$ cat src/rtl/ram_dp_param_if.sv
// rtl/ram_dp_param_if.sv - request/response bundle for the dual-port RAM with clear sweep
interface ram_dp_param_if #(
  parameter int DATA_W = 10,
  parameter int ADDR_W = 8
);
  logic              En;
  logic              We;
  logic [ADDR_W-1:0] WAddr;
  logic [DATA_W-1:0] Din;
  logic              Re;
  logic [ADDR_W-1:0] RAddr;
  logic              ClrReq;
  logic [DATA_W-1:0] Dout;
  logic              DoutValid;
  logic              Busy;

  modport master (
    output En, We, WAddr, Din, Re, RAddr, ClrReq,
    input  Dout, DoutValid, Busy
  );

  modport slave (
    input  En, We, WAddr, Din, Re, RAddr, ClrReq,
    output Dout, DoutValid, Busy
  );
endinterface

$ cat src/rtl/ram_dp_param.sv
// rtl/ram_dp_param.sv - simple dual-port RAM with selectable collision policy,
// optional output register and a full-array clear sweep
module ram_dp_param #(
  parameter int DATA_W  = 10,
  parameter int ADDR_W  = 8,
  parameter int DEPTH   = 256,
  parameter int RD_MODE = 0,
  parameter int OUT_REG = 0
) (
  input  logic               Clk,
  input  logic               Rst,
  ram_dp_param_if.slave      bus
);
  localparam logic [0:0]        ST_CLEAR = 1'b0;
  localparam logic [0:0]        ST_READY = 1'b1;
  localparam logic [ADDR_W-1:0] LAST_PTR = ADDR_W'(DEPTH - 1);
  localparam logic [ADDR_W:0]   DEPTH_X  = (ADDR_W + 1)'(DEPTH);

  logic [DATA_W-1:0] mem_q [DEPTH];

  logic [0:0]        state_q, state_d;
  logic [ADDR_W-1:0] clr_ptr_q, clr_ptr_d;
  logic              s1_vld_q, s1_vld_d;
  logic [DATA_W-1:0] s1_data_q, s1_data_d;
  logic              dout_vld_q, dout_vld_d;
  logic [DATA_W-1:0] dout_q, dout_d;

  logic              mem_we;
  logic [ADDR_W-1:0] mem_waddr;
  logic [DATA_W-1:0] mem_wdata;
  logic              rd_acc;
  logic              wr_in_range;
  logic              rd_in_range;
  logic              collide;
  logic [DATA_W-1:0] rd_word;

  assign wr_in_range = {1'b0, bus.WAddr} < DEPTH_X;
  assign rd_in_range = {1'b0, bus.RAddr} < DEPTH_X;

  // The clear request wins over any same-edge write or read.
  always_comb begin
    state_d   = state_q;
    clr_ptr_d = clr_ptr_q;
    mem_we    = 1'b0;
    mem_waddr = bus.WAddr;
    mem_wdata = bus.Din;
    rd_acc    = 1'b0;
    case (state_q)
      ST_CLEAR: begin
        mem_we    = 1'b1;
        mem_waddr = clr_ptr_q;
        mem_wdata = '0;
        if (clr_ptr_q == LAST_PTR) begin
          state_d = ST_READY;
        end else begin
          clr_ptr_d = clr_ptr_q + 1'b1;
        end
      end
      default: begin
        if (bus.En && bus.ClrReq) begin
          state_d   = ST_CLEAR;
          clr_ptr_d = '0;
        end else begin
          mem_we = bus.En && bus.We && wr_in_range;
          rd_acc = bus.En && bus.Re;
        end
      end
    endcase
  end

  always_comb begin
    collide = (state_q == ST_READY) && mem_we && (bus.WAddr == bus.RAddr);
    if (!rd_in_range) begin
      rd_word = '0;
    end else if ((RD_MODE == 1) && collide) begin
      rd_word = bus.Din;
    end else begin
      rd_word = mem_q[bus.RAddr];
    end
  end

  // The first stage keeps running during a clear so an in-flight read still completes.
  always_comb begin
    s1_vld_d  = rd_acc;
    s1_data_d = rd_acc ? rd_word : s1_data_q;
    if (OUT_REG != 0) begin
      dout_vld_d = s1_vld_q;
      dout_d     = s1_vld_q ? s1_data_q : dout_q;
    end else begin
      dout_vld_d = rd_acc;
      dout_d     = rd_acc ? rd_word : dout_q;
    end
  end

  always_ff @(posedge Clk) begin
    if (mem_we && !Rst) begin
      mem_q[mem_waddr] <= mem_wdata;
    end
  end

  always_ff @(posedge Clk) begin
    if (Rst) begin
      state_q    <= ST_CLEAR;
      clr_ptr_q  <= '0;
      s1_vld_q   <= 1'b0;
      s1_data_q  <= '0;
      dout_vld_q <= 1'b0;
      dout_q     <= '0;
    end else begin
      state_q    <= state_d;
      clr_ptr_q  <= clr_ptr_d;
      s1_vld_q   <= s1_vld_d;
      s1_data_q  <= s1_data_d;
      dout_vld_q <= dout_vld_d;
      dout_q     <= dout_d;
    end
  end

  assign bus.Busy      = (state_q == ST_CLEAR);
  assign bus.Dout      = dout_q;
  assign bus.DoutValid = dout_vld_q;
endmodule
$ cat src/flat_wrapper.sv
// flat-port wrapper written by rule: the top's interface ports become plain ports
module ram_dp_param_flat 
#(
  parameter int DATA_W  = 10,
  parameter int ADDR_W  = 8,
  parameter int DEPTH   = 256,
  parameter int RD_MODE = 0,
  parameter int OUT_REG = 0
)
  (Clk, Rst, bus_En, bus_We, bus_WAddr, bus_Din, bus_Re, bus_RAddr, bus_ClrReq, bus_Dout, bus_DoutValid, bus_Busy);
  ram_dp_param_if #(.DATA_W(DATA_W), .ADDR_W(ADDR_W)) bus_i ();
  input  logic Clk;
  input  logic Rst;
  input wire logic [$bits(bus_i.En)-1:0] bus_En;
  input wire logic [$bits(bus_i.We)-1:0] bus_We;
  input wire logic [$bits(bus_i.WAddr)-1:0] bus_WAddr;
  input wire logic [$bits(bus_i.Din)-1:0] bus_Din;
  input wire logic [$bits(bus_i.Re)-1:0] bus_Re;
  input wire logic [$bits(bus_i.RAddr)-1:0] bus_RAddr;
  input wire logic [$bits(bus_i.ClrReq)-1:0] bus_ClrReq;
  output wire logic [$bits(bus_i.Dout)-1:0] bus_Dout;
  output wire logic [$bits(bus_i.DoutValid)-1:0] bus_DoutValid;
  output wire logic [$bits(bus_i.Busy)-1:0] bus_Busy;
  assign bus_i.En = bus_En;
  assign bus_i.We = bus_We;
  assign bus_i.WAddr = bus_WAddr;
  assign bus_i.Din = bus_Din;
  assign bus_i.Re = bus_Re;
  assign bus_i.RAddr = bus_RAddr;
  assign bus_i.ClrReq = bus_ClrReq;
  assign bus_Dout = bus_i.Dout;
  assign bus_DoutValid = bus_i.DoutValid;
  assign bus_Busy = bus_i.Busy;
  ram_dp_param #(.DATA_W(DATA_W), .ADDR_W(ADDR_W), .DEPTH(DEPTH), .RD_MODE(RD_MODE), .OUT_REG(OUT_REG)) u_core (.Clk(Clk), .Rst(Rst), .bus(bus_i));
endmodule
$ cat config.mk
export PLATFORM = sky130hd
export DESIGN_NAME = ram_dp_param_flat
export DESIGN_NICKNAME = d
export VERILOG_FILES = /design/src/rtl/ram_dp_param_if.sv /design/src/rtl/ram_dp_param.sv /design/src/flat_wrapper.sv
export SDC_FILE = /design/constraint.sdc
export NUM_CORES = 2
export LEC_CHECK = 0
export CORE_MARGIN = 3
export CORE_UTILIZATION = 57
export DETAILED_ROUTE_END_ITERATION = 10
export PLACE_DENSITY = 0.85
export SYNTH_ARGS = -nofsm -noshare
export SYNTH_HDL_FRONTEND = slang
export SYNTH_SLANG_ARGS = --single-unit
$ cat constraint.sdc
create_clock -name Clk -period 5.3 [get_ports Clk]
set_clock_uncertainty 0.2 [all_clocks]
set_input_delay 1.06 -clock Clk [delete_from_list [all_inputs] [get_ports Clk]]
set_output_delay 1.06 -clock Clk [all_outputs]
set_load 0.01 [all_outputs]
==> results.json <==
{
  "status": "finished, violations left",
  "violations": "DRC",
  "ys_seq_area_frac": 0.771,
  "fin_area_mm2": 0.113,
  "cts_hold_buf": 0,
  "drc_errors": 1,
  "worstSetupStartpoint": "bus_RAddr[2]",
  "numCtsBuffers": 235,
  "crit_top_cell": "buf_4",
  "grt_pass1_vias": 55100,
  "crit_chain": "buf_4 -> buf_4 -> nor2b_4 -> buf_12 -> a22o_1 -> nor3_1 -> a31oi_1 -> nand4_1 -> nand3_1",
  "synth_area_leaders": "edfxtp_1, mux4_2, mux2i_1, nor2_1, o22ai_1",
  "hold_viol_final": 0,
  "path_buf_inv": 3,
  "p_per_area_mw_per_mm2": 357,
  "mostFrequentLayoutCell": "edfxtp_1",
  "overflow": 0,
  "syn-cell-area_mm2": 0.100,
  "netlist_instances": 4852,
  "rr_startpoint": "u_core.state_q",
  "met3_usage": 0.105,
  "use_met1": 0.407,
  "area_growth_pct": 13.0,
  "slew_headroom": 0.0392,
  "drtIter0Drc": 10500,
  "wire_per_inst_um": 36.7,
  "core.rowCount": 153,
  "vias": 56100,
  "timing.final.crit_share": 0.875,
  "core-area_mm2": 0.174,
  "routed_via_density": 7.16,
  "final-seq-area_mm2": 0.0773,
  "nFillCells": 10300,
  "crit_path_max_incr_delay_ns": 0.77,
  "crit_path_start_kind": "input port",
  "hpwl_mm": 171,
  "post-route-min-period_ns": 4.64,
  "hp-start": "u_core.clr_ptr_q[4]",
  "grt_start_max_net_pins": 160,
  "total_power_mw": 40.4,
  "ir_drop_uv": 342,
  "async_reset_ff_frac": 0,
  "cts_tree": "built",
  "postCtsSetupRepairBufs": 0,
  "netlist.area_leader.share": 0.767,
  "antenna_found_initial": 22,
  "path_delay_family": "simple AND/OR/NAND/NOR gates",
  "ant_nets": 0,
  "clkLatencyLatePin_ns": 0.91,
  "cp.arrival_ns": 5.24,
  "cts-root-buf": "clkbuf_16",
  "clock.fmax_mhz": 216,
  "ys_warn_count": 0,
  "synth_area_per_cell_um2": 20.7,
  "placed_area_mm2": 0.106,
  "hp-class": "reg2reg",
  "setup_tns_ns": 0,
  "htree_levels": 4,
  "portBuffers": 43,
  "worst_path_max_delay_cell": "nand4_1",
  "multi_input_area_mm2": 0.0211,
  "ys.flop_type": "edfxtp_1",
  "endpoint_kind": "flip-flop",
  "grt_pass1_wl_mm": 409,
  "worstPathRequired_ns": 5.90,
  "start_util": 0.575,
  "critPathKind": "in2reg",
  "num_io_pins": 44,
  "path_clk_slew_ns": 0.07,
  "p_leak_nw": 39.7,
  "maxSlewViolCount": 0,
  "finalSetupViolCount": 0,
  "synthesis.nets": 4885,
  "ys_types": 64,
  "finalNetCount": 5333,
  "layout_common_cells": "edfxtp_1, mux4_2, buf_4, mux2i_1, nor2_1",
  "first_pass_iters": 11,
  "cts_buffer_depth": 3,
  "cp_max_fo": 27,
  "fin_util": 0.649,
  "die_w_um": 425,
  "maxCapViolCount": 0,
  "cts-resized-gates": 0,
  "rsz0062_at_grt": "no",
  "wl_mm": 287,
  "worstMarginPinSlew_ns": 1.44,
  "synth_edf_count": 2560,
  "groute.usage.overall": 0.319,
  "die_area_mm2": 0.181,
  "synth_top_cell_by_area": "edfxtp_1",
  "fp.dieH_um": 425,
  "cts_num_sinks": 2580,
  "busiest_layer": "met2",
  "use_met2": 0.480,
  "synth_seq_cells": 2580,
  "gp_congestion": 1.02,
  "drive_gt1_frac": 0.240
}
[final cells by class]
type / instances / share of cell area
sequential: 2580 / 0.682
multi-input combinational: 1979 / 0.186
clock buffer: 276 / 0.0539
timing repair buffer: 494 / 0.0379
tap: 2325 / 0.0257
clock inverter: 157 / 0.0132
inverter: 10 / 0.000376
antenna: 13 / 0.000287
[cell families (layout without fill, tap and decap cells)]
group                    count (synthesis)  after routing  synth area share
XOR/XNOR                                 6              6          0.000524
flip-flops                            2580           2580             0.771
multiplexers                           839            839             0.147
other                                    0             13                 0
adder cells (fa/ha/maj)                  1              1          0.000125
AO/OA/AOI/OAI                          507            507            0.0351
buffers and inverters                  293            937            0.0194
AND/OR/NAND/NOR                        626            626            0.0272
[Yosys cell counts, types with 18 or more instances]
| library cell | number |
|---|---|
| mux2i_1 | 330 |
| clkbuf_1 | 126 |
| buf_4 | 18 |
| nand3_1 | 48 |
| a21oi_1 | 66 |
| a22oi_1 | 65 |
| mux4_2 | 505 |
| a211oi_1 | 41 |
| o22ai_1 | 114 |
| and2_1 | 23 |
| dfxtp_1 | 20 |
| nor3_1 | 46 |
| a31oi_1 | 23 |
| edfxtp_1 | 2560 |
| buf_2 | 58 |
| nor2_1 | 307 |
| o21ai_0 | 55 |
| o221ai_1 | 63 |
| nand2_1 | 132 |
| buf_6 | 43 |
[stage by stage]
| stage | std cells | hold WS (ns) | setup WS (ns) |
|---|---|---|---|
| after floorplan | 4852 | 0.295 | 1.49 |
| after CTS | 7821 | 0.376 | 1.15 |
| after global routing | 7830 | 0.375 | 1.02 |
| after detailed placement | 7388 | 0.369 | 0.453 |
| after global placement | 7388 | 0.365 | 0.205 |
| final | 7834 | 0.391 | 0.664 |
[power breakdown]
group          switching [mW]  total [mW]  internal [mW]
Sequential            0.00747        22.1           22.1
Clock                    7.57        16.9           9.30
Combinational           0.929        1.47          0.543
[worst paths after layout]
check / to / slack, ns / cells past startpoint
worst max-delay path: u_core.bus.Dout[4] / 0.66 / 9
worst min-delay path: u_core.clr_ptr_q[4] / 0.39 / 2
worst max register to register: u_core.mem_q[14][3] / 0.98 / 6
worst min register to register: u_core.clr_ptr_q[4] / 0.39 / 2
[state kept, by name (all words and copies together), names as in the netlist]
name / cells
u_core.mem_q: 2560
u_core.bus.Dout: 10
u_core.clr_ptr_q: 8
u_core.bus.DoutValid: 1
u_core.state_q: 1
[tightest hold or removal path: stages (launching register included)]
cell     delay [ns]
dfxtp_1        0.35
xnor2_1        0.16
nor2_1         0.04
[routing by layer]
metal,share of wire,up-vias
met1,0.31,28000
met4,0.076,8
met2,0.46,5768
met3,0.15,1196
met5,0.00066,-
li1,-,21100
No activity file was read; power rests on OpenSTA's default activity.
